<file path="src/rtl/uart_tx.sv">
// uart_tx: start/data/stop serial transmitter with a configurable bit period and data width.
// The serial line, busy and done are all driven directly from flip-flops.
module uart_tx #(
    parameter int CLKS_PER_BIT = 5208,
    parameter int DATA_WIDTH   = 8
) (
    input  logic                  clk,
    input  logic                  rst,
    input  logic                  start,
    input  logic [DATA_WIDTH-1:0] data_in,
    output logic                  tx,
    output logic                  busy,
    output logic                  done
);

    localparam int BAUD_W = $clog2(CLKS_PER_BIT);
    localparam int IDX_W  = $clog2(DATA_WIDTH) + 1;

    localparam logic [BAUD_W-1:0] BAUD_LAST = BAUD_W'(CLKS_PER_BIT - 1);
    localparam logic [BAUD_W-1:0] BAUD_ZERO = BAUD_W'(0);
    localparam logic [BAUD_W-1:0] BAUD_ONE  = BAUD_W'(1);
    localparam logic [IDX_W-1:0]  IDX_LAST  = IDX_W'(DATA_WIDTH - 1);
    localparam logic [IDX_W-1:0]  IDX_ZERO  = IDX_W'(0);
    localparam logic [IDX_W-1:0]  IDX_ONE   = IDX_W'(1);
    localparam logic [DATA_WIDTH-1:0] SHIFT_ZERO = DATA_WIDTH'(0);

    typedef enum logic [1:0] {
        ST_IDLE  = 2'd0,
        ST_START = 2'd1,
        ST_DATA  = 2'd2,
        ST_STOP  = 2'd3
    } state_e;

    state_e                  state_q, state_d;
    logic [BAUD_W-1:0]       baud_q, baud_d;
    logic [IDX_W-1:0]        idx_q, idx_d;
    logic [DATA_WIDTH-1:0]   shift_q, shift_d;
    logic                    tx_q, tx_d;
    logic                    busy_q, busy_d;
    logic                    done_q, done_d;
    logic                    baud_last_s;
    logic                    idx_last_s;

    assign baud_last_s = (baud_q == BAUD_LAST);
    assign idx_last_s  = (idx_q == IDX_LAST);

    assign tx   = tx_q;
    assign busy = busy_q;
    assign done = done_q;

    // State, counters, shift register and registered outputs
    always_ff @(posedge clk) begin
        if (rst) begin
            state_q <= ST_IDLE;
            baud_q  <= BAUD_ZERO;
            idx_q   <= IDX_ZERO;
            shift_q <= SHIFT_ZERO;
            tx_q    <= 1'b1;
            busy_q  <= 1'b0;
            done_q  <= 1'b0;
        end else begin
            state_q <= state_d;
            baud_q  <= baud_d;
            idx_q   <= idx_d;
            shift_q <= shift_d;
            tx_q    <= tx_d;
            busy_q  <= busy_d;
            done_q  <= done_d;
        end
    end

    // Next-state and next-output logic; the shift register LSB is always the bit on the line
    always_comb begin
        state_d = state_q;
        baud_d  = baud_q;
        idx_d   = idx_q;
        shift_d = shift_q;
        tx_d    = 1'b1;
        busy_d  = 1'b0;
        done_d  = 1'b0;

        case (state_q)
            ST_IDLE: begin
                baud_d = BAUD_ZERO;
                idx_d  = IDX_ZERO;
                if (start) begin
                    shift_d = data_in;
                    state_d = ST_START;
                    tx_d    = 1'b0;
                    busy_d  = 1'b1;
                end else begin
                    tx_d    = 1'b1;
                    busy_d  = 1'b0;
                end
            end

            ST_START: begin
                busy_d = 1'b1;
                if (baud_last_s) begin
                    baud_d  = BAUD_ZERO;
                    idx_d   = IDX_ZERO;
                    state_d = ST_DATA;
                    tx_d    = shift_q[0];
                end else begin
                    baud_d  = baud_q + BAUD_ONE;
                    tx_d    = 1'b0;
                end
            end

            ST_DATA: begin
                busy_d = 1'b1;
                if (baud_last_s) begin
                    baud_d = BAUD_ZERO;
                    if (idx_last_s) begin
                        state_d = ST_STOP;
                        tx_d    = 1'b1;
                    end else begin
                        // Advance to the next bit: it is already sitting one place above the LSB
                        idx_d   = idx_q + IDX_ONE;
                        shift_d = {1'b0, shift_q[DATA_WIDTH-1:1]};
                        tx_d    = shift_q[1];
                    end
                end else begin
                    baud_d = baud_q + BAUD_ONE;
                    tx_d   = shift_q[0];
                end
            end

            ST_STOP: begin
                tx_d = 1'b1;
                if (baud_last_s) begin
                    baud_d  = BAUD_ZERO;
                    state_d = ST_IDLE;
                    busy_d  = 1'b0;
                    done_d  = 1'b1;
                end else begin
                    baud_d  = baud_q + BAUD_ONE;
                    busy_d  = 1'b1;
                end
            end

            default: begin
                state_d = ST_IDLE;
                baud_d  = BAUD_ZERO;
                idx_d   = IDX_ZERO;
                tx_d    = 1'b1;
                busy_d  = 1'b0;
            end
        endcase
    end

endmodule

</file>
<file path="config.mk">
export PLATFORM = sky130hd
export DESIGN_NAME = uart_tx
export DESIGN_NICKNAME = d
export VERILOG_FILES = /design/src/rtl/uart_tx.sv
export SDC_FILE = /design/constraint.sdc
export NUM_CORES = 1
export LEC_CHECK = 0
export BUFFER_PORTS_ARGS = -buffer_cell sky130_fd_sc_hd__buf_4
export CAP_MARGIN = 5
export CORE_UTILIZATION = 40
export CTS_BUF_LIST = sky130_fd_sc_hd__clkbuf_8
export DETAILED_ROUTE_END_ITERATION = 7
export HOLD_SLACK_MARGIN = 0.02
export PLACE_DENSITY_LB_ADDON = 0.05
export SYNTH_ARGS = -nofsm -noshare
export SYNTH_HDL_FRONTEND = slang
export SYNTH_SLANG_ARGS = --single-unit
</file>
<file path="constraint.sdc">
create_clock -name clk -period 2.2 [get_ports clk]
set_input_delay 0.22 -clock clk [delete_from_list [all_inputs] [get_ports clk]]
set_output_delay 0.22 -clock clk [all_outputs]
set_load 0.05 [all_outputs]
</file>
==> results.sh, run 1 <==
export IMPL_netlist_cell_type_count=41
export IMPL_cts_sinks=30
export IMPL_synth_async_reset_ratio=0
export IMPL_synth_edf_count=0
export IMPL_fillers=364
export IMPL_via_count=1344
export IMPL_fp_dieH_um=63.8
export IMPL_yosys_top_cells_count="dfxtp_1 (30), nor2_1 (20), nand2_1 (18), nand4_1 (12), o21ai_0 (12)"
export IMPL_drv_cap=0
export IMPL_grt_pass1_vias=1264
export IMPL_min_period_ns=1.90
export IMPL_synth_area_um2=1530
export IMPL_areaGrowthSynthToFinish_pct=18.9
export IMPL_yosysMostFrequentCell="dfxtp_1"
export IMPL_cts_hold_buf=0
export IMPL_fmax_mhz=526
export IMPL_final_util=0.495
export IMPL_nNetsFinal=208
export IMPL_place_hpwl_um=2320
export IMPL_synth_area_per_cell_um2=8.82
export IMPL_r2r_end="tx"
export IMPL_via_per_inst=5.60
export IMPL_synth_ff_type="dfxtp_1"
export IMPL_crit_path_end="tx"
export IMPL_grt_max_degree=16
export IMPL_min_from="data_in[7]"
export IMPL_arrival_ns=2.10
export IMPL_hp_class="in2reg"
export IMPL_startpoint="baud_q[0]"
export IMPL_fin_skew_ns=0.00602
export IMPL_layout_setup_ws_ns=0.300
export IMPL_die_w_um=63.8
export IMPL_cts_setup_buffers=0
export IMPL_grt_overflow=0
export IMPL_port_buffers=13
export IMPL_outcome="finished, final reports clean"
export IMPL_final_cells=240
export IMPL_grt_pass1_wl_um=5710
export IMPL_max_slew_margin_rel=0.649
export IMPL_cts_buffers=5
export IMPL_wirelength_um=3280
export IMPL_pwr_density_cell_nw_per_um2=1190
export IMPL_yosysWarnings=0
export IMPL_syn_nets=190
export IMPL_root_buffer="clkbuf_8"
export IMPL_r2r_start="baud_q[0]"
export IMPL_core_um2=3660
export IMPL_drc=0
export IMPL_path_clk_slew_ns=0.06
export IMPL_dp_cells=232
export IMPL_r2r_cells=5
export IMPL_yosys_register_bits=30
export IMPL_cp_start_kind="register"
export IMPL_num_rows=22
export IMPL_initial_core_util=0.417
export IMPL_cts_tree="yes"
export IMPL_p_leak_nw=0.628
export IMPL_syn_inst=173
export IMPL_hold_viol=0
export IMPL_synth_area_leader_cell="dfxtp_1"
export IMPL_cts_resized=0
export IMPL_critPathRequiredTime_ns=2.40
export IMPL_place_ws_ns=0.296
export IMPL_drt_initial_drc_count=88
export IMPL_final_area_um2=1810
export IMPL_r2r_slack_ns=0.30
export IMPL_cts_max_path_buffers=2
export IMPL_rsz0062_at_grt="false"
export IMPL_grt_antenna_before_repair=0
export IMPL_endpoint_kind="register"
export IMPL_setup_viol=0
export IMPL_diodes=0
export IMPL_irDropWorstVdd_v=0.000409
export IMPL_fin_crit_sh=0.864
export IMPL_yosysTopAreaCellShare=0.394
export IMPL_worstSetupPathType="reg2reg"
export IMPL_gp_congestion=0.842
export IMPL_ant_nets=0
export IMPL_synth_area_leaders="dfxtp_1 (39%), ha_1 (4.9%), nand4_1 (4.9%)"
export IMPL_seq_area_um2=601
export IMPL_drive_above_1_share=0.161
export IMPL_worst_path_max_fanout=15
export IMPL_place_area_um2=1670
export IMPL_wl_per_cell_um=13.7
export IMPL_htree_levels=2
export IMPL_setup_tns_ns=0
export IMPL_multi_input_area_um2=852
export IMPL_final_max_slew_violation_count=0
export IMPL_io_pins=14
export IMPL_dr_pass1_iters=4
export IMPL_max_slew_worst_pin_slew_ns=0.527
export IMPL_ys_seq_area_frac=0.394
export IMPL_grt_usage=0.184
export IMPL_insertion_delay_ns=0.28
export IMPL_die_area_um2=4060
[metal layers]
metal	vias to the layer above	GRT usage	part of all wire
met2	33	0.285	0.45
met3	5	0.0696	0.050
met4	0	0.0767	0.016
met1	641	0.226	0.48
met5	-	0	0
li1	665	-	-
[power by group]
group          internal, W  leakage (nW)  total, W  switching [W]
sequential        0.000642         0.244  0.000700      0.0000577
clock             0.000483        0.0714  0.000696       0.000213
combinational     0.000285         0.312  0.000755       0.000470
[how the worst min path moves through the flow]
stage,to,slack [ns],cells after the start
finish,shift_q[7],0.19,3
global route,shift_q[7],0.18,3
CTS,shift_q[7],0.18,3
detailed placement,baud_q[0],0.44,1
global placement,baud_q[0],0.43,1
floorplan,shift_q[7],0.36,2
[registers in the layout, indices dropped and copies added, names as in the netlist]
register and flops:
shift_q 8, tx 1, done 1, idx_q 4, state_q 2, busy 1
baud_q 13
[metrics by stage]
stage          total power, W  hold slack, ns
2_1_floorplan         0.00124           0.360
3_3_place_gp          0.00145           0.431
3_5_place_dp          0.00146           0.440
4_1_cts               0.00217           0.180
5_1_grt               0.00230           0.185
6_report              0.00215           0.187
[worst max-delay path, stage by stage, from the launching register on]
cell and delay [ns]:
dfxtp_1 0.36, ha_1 0.21, and2_1 0.26, and4_1 0.57
o211ai_1 0.17, a41oi_1 0.24
[placed cells by master (no fill, tap or decap), types with 2 or more instances in the layout]
cell type | Yosys | layout
dfxtp_1 | 30 | 30
nor2_1 | 20 | 20
nand2_1 | 18 | 18
buf_4 | 1 | 17
nand4_1 | 12 | 12
o21ai_0 | 12 | 12
inv_1 | 8 | 8
xnor2_1 | 8 | 8
a31oi_1 | 8 | 8
nor3_1 | 7 | 7
ha_1 | 6 | 6
clkbuf_8 | 0 | 6
nand3_1 | 5 | 5
xor2_1 | 3 | 3
and3_1 | 3 | 3
nor4bb_4 | 2 | 2
mux2i_1 | 2 | 2
a41oi_1 | 2 | 2
a211oi_1 | 2 | 2
bufinv_16 | 0 | 2
[cell families (layout without fill, tap and decap cells)]
family,count (synthesis),after routing,synth area share
and+or+nand+nor,76,76,0.281
AOI/OAI and AO/OA,34,34,0.152
DFF,30,30,0.394
buffers and inverters,14,33,0.0476
xor gates and xnor gates,11,11,0.0632
adders and majority gates,6,6,0.0492
muxes,2,2,0.0131
[layout make-up]
| type | count | area share |
|---|---|---|
| Timing Repair Buffer | 17 | 0.0704 |
| Inverter | 8 | 0.0166 |
| Clock buffer | 6 | 0.0455 |
| Tap cell | 48 | 0.0331 |
| Sequential cell | 30 | 0.331 |
| Multi-Input combinational cell | 129 | 0.470 |
| Clock inverter | 2 | 0.0331 |
Note: power is estimated with default switching activity, not from simulation.
==> run 2, diff against run 1 <==
CELL_PAD_IN_SITES_DETAIL_PLACEMENT = 1   (was default)
CELL_PAD_IN_SITES_GLOBAL_PLACEMENT = 1   (was default)
==> run 2 against run 1 <==
Against the previous run:
- die area stayed put
- sequential cell count stayed put
- clock-buffer cell count stayed put
- final cell count is 0.83% higher
- sequential share of layout area is 0.58 points higher
- design area is 1.7% lower
- clock power is 35% lower
- core utilization is 0.85 points lower
- maximum frequency is 2.0% lower
- register-to-register slack worse by 0.04 ns
- largest power group unchanged
==> results.sh, run 2 (same netlist as run 1, synthesis figures left out) <==
export IMPL_cts_max_path_buffers=2
export IMPL_gp_congestion=0.732
export IMPL_final_max_slew_violation_count=0
export IMPL_path_buf_inv=0
export IMPL_path_clk_slew_ns=0.07
export IMPL_core_um2=3660
export IMPL_die_w_um=63.8
export IMPL_max_slew_worst_pin_slew_ns=0.533
export IMPL_fmax_mhz=516
export IMPL_final_util=0.487
export IMPL_rsz0062_at_grt="false"
export IMPL_fp_dieH_um=63.8
export IMPL_worstPathCellList="ha_1 -> and2_1 -> and4_1 -> o211ai_1 -> a41oi_1"
export IMPL_die_area_um2=4060
export IMPL_setup_viol=0
export IMPL_endpoint_kind="register"
export IMPL_worstSetupPathType="reg2reg"
export IMPL_pwr_density_cell_nw_per_um2=1090
export IMPL_grt_pass1_wl_um=6110
export IMPL_grt_overflow=0
export IMPL_layout_setup_ws_ns=0.262
export IMPL_cts_sinks=30
export IMPL_grt_max_degree=16
export IMPL_cts_resized=0
export IMPL_reg_top3="baud_q (13), shift_q (8), idx_q (4)"
export IMPL_place_hpwl_um=2560
export IMPL_m1WireLength_um=1680
export IMPL_wl_per_cell_um=14.4
export IMPL_worst_path_max_fanout=15
export IMPL_place_ws_ns=0.182
export IMPL_final_cell_mix="dfxtp_1 (30), nor2_1 (20), buf_4 (19), nand2_1 (18)"
export IMPL_drv_cap=0
export IMPL_areaGrowthSynthToFinish_pct=16.8
export IMPL_routed_top_layer="met4"
export IMPL_r2r_cells=5
export IMPL_drive_above_1_share=0.170
export IMPL_dr_pass1_iters=4
export IMPL_r2r_slack_ns=0.26
export IMPL_cts_hold_buf=0
export IMPL_drc=0
export IMPL_min_period_ns=1.94
export IMPL_grt_pass1_vias=1365
export IMPL_critPathRequiredTime_ns=2.39
export IMPL_root_buffer="clkbuf_8"
export IMPL_setup_tns_ns=0
export IMPL_final_common_cell="dfxtp_1"
export IMPL_holdPathStages=3
export IMPL_insertion_delay_ns=0.28
export IMPL_via_count=1347
export IMPL_io_pins=14
export IMPL_via_per_inst=5.57
export IMPL_fin_crit_sh=0.881
export IMPL_diodes=0
export IMPL_port_buffers=13
export IMPL_cp_start_kind="register"
export IMPL_critical_path_max_stage_delay_ns=0.58
export IMPL_dr_wl_met3_um=97
export IMPL_htree_levels=2
export IMPL_initial_core_util=0.417
export IMPL_drt_initial_drc_count=86
export IMPL_r2r_start="baud_q[0]"
export IMPL_nNetsFinal=210
export IMPL_cts_buffers=5
export IMPL_cts_setup_buffers=0
export IMPL_holdWs_ns=0.195
export IMPL_grt_antenna_before_repair=0
export IMPL_num_rows=22
export IMPL_hp_class="in2reg"
export IMPL_cts_tree="yes"
export IMPL_max_slew_margin_rel=0.645
export IMPL_fin_skew_ns=0.00442
export IMPL_regMostFlops="baud_q"
export IMPL_p_leak_nw=0.620
export IMPL_holdPathEnd="shift_q[7]"
export IMPL_ant_nets=0
export IMPL_irDropWorstVdd_v=0.000421
export IMPL_fin_total_pwr_w=0.00195
export IMPL_r2r_end="tx"
export IMPL_grt_usage=0.194
export IMPL_wirelength_um=3500
export IMPL_hold_viol=0
export IMPL_wl_met2_um=1670
export IMPL_slowest_stage="and4_1"
export IMPL_crit_family="simple AND/OR/NAND/NOR gates"
export IMPL_min_from="data_in[7]"
export IMPL_outcome="finished, final reports clean"
export IMPL_arrival_ns=2.13
export IMPL_largest_register_ffs=13
## run 2: layout make-up
type | instances | area [um^2]
Multi-Input combinational cell | 129 | 857
Clock inverter | 2 | 8.76
Clock buffer | 6 | 82.6
Inverter | 8 | 30.0
Sequential cell | 30 | 601
Tap cell | 48 | 60.1
Fill cell | 450 | 1880
Timing Repair Buffer | 19 | 143
## run 2: tightest hold or removal path, stage by stage
cell     delay [ns]
buf_4          0.11
nand2_1        0.05
a21oi_1        0.05
## run 2: worst max-delay path by stage
stage / startpoint / end / slack (ns) / depth (start not counted)
after global placement: baud_q[3] / tx / 0.28 / 4
after global routing: baud_q[0] / tx / 0.04 / 5
after floorplan: state_q[0] / shift_q[0] / 0.49 / 6
after CTS: state_q[0] / shift_q[6] / 0.17 / 6
after detailed placement: state_q[0] / shift_q[6] / 0.18 / 6
final: baud_q[0] / tx / 0.26 / 5
## run 2: where the power goes
group	total, W	internal [W]	switching (W)
Combinational	0.000791	0.000301	0.000491
Sequential	0.000701	0.000642	0.0000595
Clock	0.000455	0.000247	0.000208
## run 2: routing by layer
| metal | vias up | track usage |
|---|---|---|
| li1 | 668 | - |
| met1 | 657 | 0.238 |
| met2 | 17 | 0.322 |
| met3 | 5 | 0.0464 |
| met4 | 0 | 0.0852 |
| met5 | - | 0 |
## run 2: per-stage QoR
stage               cells  cell area (um^2)
detailed placement    234              1690
CTS                   242              1780
global placement      234              1690
floorplan             173              1530
finish                242              1780
global route          242              1780
